--- src/rtl/input_port_conditioner.sv ---
// Button input conditioning: two-flop synchronizer, per-bit debounce,
// edge events and software-clearable sticky press flags for the port E word.
module input_port_conditioner #(
    parameter int WIDTH           = 4,
    parameter int DEBOUNCE_CYCLES = 250000
) (
    input  logic             clock,
    input  logic             reset,
    input  logic [WIDTH-1:0] rawInput,
    input  logic             clearStrobe,
    input  logic [WIDTH-1:0] clearMask,
    output logic [WIDTH-1:0] stableState,
    output logic [WIDTH-1:0] pressEvent,
    output logic [WIDTH-1:0] releaseEvent,
    output logic [WIDTH-1:0] pressLatched,
    output logic [31:0]      portWord
);

    localparam int CW = $clog2(DEBOUNCE_CYCLES + 1);
    localparam logic [CW-1:0] LAST = CW'(DEBOUNCE_CYCLES - 1);

    logic [WIDTH-1:0] sync1_q;
    logic [WIDTH-1:0] sync2_q;
    logic [WIDTH-1:0] stable_q,  stable_d;
    logic [WIDTH-1:0] press_q,   press_d;
    logic [WIDTH-1:0] release_q, release_d;
    logic [WIDTH-1:0] latched_q, latched_d;
    logic [WIDTH-1:0] accept;
    logic [CW-1:0]    cnt_q [WIDTH];
    logic [CW-1:0]    cnt_d [WIDTH];

    // A sample agreeing with the accepted level restarts the count.
    always_comb begin
        stable_d = stable_q;
        cnt_d    = cnt_q;
        accept   = '0;
        for (int i = 0; i < WIDTH; i++) begin
            if (sync2_q[i] == stable_q[i]) begin
                cnt_d[i] = '0;
            end else if (cnt_q[i] == LAST) begin
                cnt_d[i]    = '0;
                stable_d[i] = sync2_q[i];
                accept[i]   = 1'b1;
            end else begin
                cnt_d[i] = cnt_q[i] + CW'(1);
            end
        end
        press_d   = accept & sync2_q;
        release_d = accept & ~sync2_q;
        // Set is OR'd after the clear so a same-edge press is never lost.
        latched_d = (latched_q & ~({WIDTH{clearStrobe}} & clearMask))
                  | press_d;
    end

    always_ff @(posedge clock) begin
        if (reset) begin
            sync1_q   <= '0;
            sync2_q   <= '0;
            stable_q  <= '0;
            press_q   <= '0;
            release_q <= '0;
            latched_q <= '0;
            for (int i = 0; i < WIDTH; i++) begin
                cnt_q[i] <= '0;
            end
        end else begin
            sync1_q   <= rawInput;
            sync2_q   <= sync1_q;
            stable_q  <= stable_d;
            press_q   <= press_d;
            release_q <= release_d;
            latched_q <= latched_d;
            for (int i = 0; i < WIDTH; i++) begin
                cnt_q[i] <= cnt_d[i];
            end
        end
    end

    assign stableState  = stable_q;
    assign pressEvent   = press_q;
    assign releaseEvent = release_q;
    assign pressLatched = latched_q;

    always_comb begin
        portWord                = '0;
        portWord[WIDTH-1:0]     = stable_q;
        portWord[16 +: WIDTH]   = latched_q;
    end

endmodule

--- config.mk ---
export PLATFORM = sky130hd
export DESIGN_NAME = input_port_conditioner
export DESIGN_NICKNAME = d
export VERILOG_FILES = /design/src/rtl/input_port_conditioner.sv
export SDC_FILE = /design/constraint.sdc
export NUM_CORES = 1
export LEC_CHECK = 0
export BUFFER_PORTS_ARGS = -buffer_cell sky130_fd_sc_hd__clkbuf_2
export CORE_MARGIN = 8
export CORE_UTILIZATION = 54
export CTS_CLUSTER_SIZE = 40
export DETAILED_ROUTE_END_ITERATION = 16
export GPL_TIMING_DRIVEN = 0
export PLACE_DENSITY = 0.76
export SKIP_CTS_REPAIR_TIMING = 1
export SYNTH_ARGS = -nofsm -noshare
export SYNTH_HDL_FRONTEND = slang
export SYNTH_SLANG_ARGS = --single-unit
--- constraint.sdc ---
create_clock -name clock -period 2.3 [get_ports clock]
set_input_delay 0 -clock clock [delete_from_list [all_inputs] [get_ports clock]]
set_output_delay 0 -clock clock [all_outputs]
set_load 0.02 [all_outputs]
==> reports/qor.yml <==
outcome: "completed"
drive_gt1_frac: 0.178
clock_sinks: 96
nFillCells: 659
die_height_microns: 105
die_w_microns: 105
synthesis.area_sq_um: 4270
overflow: 0
ant_nets: 0
met1_usage: 0.189
synthesis.instances: 488
yosys.area.top_type: "dfxtp_1"
drc_errors: 0
initial_core_util: 0.556
cp.required_ns: 2.53
wl_mm: 8.37
cp_slowest_stage_delay_ns: 0.56
finalCritPeriodShare: 0.958
hold_viol: 0
worst_skew_pair.late_latency_ns: 0.36
synth_seq_area_share: 0.450
dp_cells: 647
critPathMaxFanout: 9
synth_cell_type_count: 42
p_per_area_nw_per_um2: 565
cts_tree: "yes"
cap_violations: 0
yosys_warnings: 0
core_area_sq_um: 7690
ys_top_cells_by_count: "dfxtp_1, nor2_1, xnor2_1"
cts_max_level: 3
cts_buffer_depth: 2
synthToLayoutAreaGrowth_pct: 15.7
track_usage: 0.154
cp-start-kind: "flip-flop"
slew-limit-headroom: 0.606
place.gp.congestion: 0.812
fin_util: 0.643
worst-setup-path-type: "reg -> reg"
grt_max_degree: 16
crit_chain: "ha_1, nand3_2, or4_4, or2_2, nor4_1"
final-max-slew-violation-count: 0
antennaDiodeCount: 0
synth_top_area_frac: 0.450
grt_use_met2: 0.245
wire_per_inst_microns: 12.5
grt_pass1_wl_mm: 14.4
die-area_sq_um: 11000
ys_ff_latch: 96
cp-end-kind: "flip-flop"
antenna_found_initial: 0
routed-via-count: 3403
grt_pass1_vias: 3201
tightestPinTransition_ns: 0.585
seq_area_sq_um: 1920
fmax_mhz: 454
globalRouteMet3Util: 0.0485
num-nets-final: 579
syn_avg_cell_area_sq_um: 8.75
drtIter0Drc: 85
cts_buffers: 9
synth_ff_type: "dfxtp_1"
grt_setup_unrepaired: "false"
synth.most_common_cell: "dfxtp_1"
grt_busiest_layer: "met2"
min_path_type: "in -> reg"
hpwl_mm: 6.16
multi_input_area_sq_um: 2150
ios: 59
skew_ns: 0.00812
crit_slowest_cell: "or4_4"
synth_edf_count: 0
portBuffers: 34
leakagePower_nw: 1.66
power_w: 0.00279
fin_cells: 671
rows: 32
ys_top_cells_by_area: "dfxtp_1, xnor2_1, nor2_1, buf_4, nor4_1"
synthArstFlopShare: 0
via_per_inst: 5.07
period_needed_ns: 2.20
ir_drop_uv: 325
crit_arrival_ns: 2.43
clkTransAtPathRegs_ns: 0.09
final-setup-viol-count: 0
drt_pass1_iterations: 4
root_buffer: "clkbuf_8"
==> worst max-delay path: cells and delay by family, from the launching register on <==
kind | cells | cell delay, ns
and+or+nand+nor | 4 | 1.44
DFF | 1 | 0.39
adders and majority gates | 1 | 0.22
==> layout by cell type, fill, tap and decap left out, types with 9 or more instances in the layout <==
master | Yosys | layout
inv_1 | 10 | 10
nor2b_1 | 13 | 13
xnor2_1 | 54 | 54
conb_1 | 1 | 24
clkbuf_8 | 0 | 10
nand3_1 | 24 | 23
and3_1 | 9 | 9
nor3_1 | 18 | 18
nor4_1 | 28 | 28
dfxtp_1 | 96 | 96
nand4_1 | 19 | 19
clkbuf_2 | 0 | 34
buf_4 | 32 | 32
nand2_1 | 26 | 26
nor2_1 | 81 | 81
==> worst paths after layout <==
| check | start | endpoint | slack, ns | cells after the start |
|---|---|---|---|---|
| worst max-delay path | cnt_q[0]$_SDFF_PP0_ | releaseEvent[3]$_SDFF_PP0_ | 0.1 | 5 |
| worst min register to register | sync1_q[3]$_SDFF_PP0_ | sync2_q[3]$_SDFF_PP0_ | 0.44 | 1 |
| worst min-delay path | clearStrobe | pressLatched[0]$_SDFF_PP0_ | 0.01 | 4 |
| worst max register to register | cnt_q[0]$_SDFF_PP0_ | releaseEvent[3]$_SDFF_PP0_ | 0.1 | 5 |
==> metrics by stage <==
step           instance area [sq um]  TNS (ns)  setup WS (ns)  hold slack, ns
6_report                        4940         0         0.0977          0.0110
3_3_place_gp                    4660  -0.00364       -0.00192           0.215
4_1_cts                         4830    -0.611        -0.0489          -0.161
5_1_grt                         4940         0        0.00193          0.0296
2_1_floorplan                   4360         0          0.317           0.128
3_5_place_dp                    4660    -0.321        -0.0394           0.220
==> power by group <==
group / switching, W / internal [W]
Clock: 0.000569 / 0.000419
Combinational: 0.0000713 / 0.0000559
Sequential: 0.00000622 / 0.00167
Total: 0.000646 / 0.00214
==> cell families after synthesis <==
family | after synthesis | share of synthesized area
compound gates | 28 | 0.0404
xor+xnor | 60 | 0.123
fa+ha+maj | 4 | 0.0117
buf+inv | 50 | 0.0744
flops | 96 | 0.450
mux | 1 | 0.00234
other cells | 1 | 0.000878
simple gates | 248 | 0.297
==> layer usage <==
layer,up-vias,share of wire
li1,1777,-
met1,1556,0.47
met2,60,0.46
met3,10,0.056
met4,0,0.014
met5,-,0
==> layout make-up <==
cell class,instances,share of cell area
plain buffers,40,0.0572
clock buffers,11,0.0286
clock inverters,5,0.00658
inverters,10,0.00759
multi-input cells,365,0.435
flip-flops and latches,96,0.389
well taps,102,0.0258
repair buffers,42,0.0506
==> flip-flops by register name (all words and copies together) (netlist names) <==
signal        flops
cnt_q            72
pressEvent        4
pressLatched      4
releaseEvent      4
stableState       4
sync1_q           4
sync2_q           4
No activity file was read; power rests on OpenSTA's default activity.
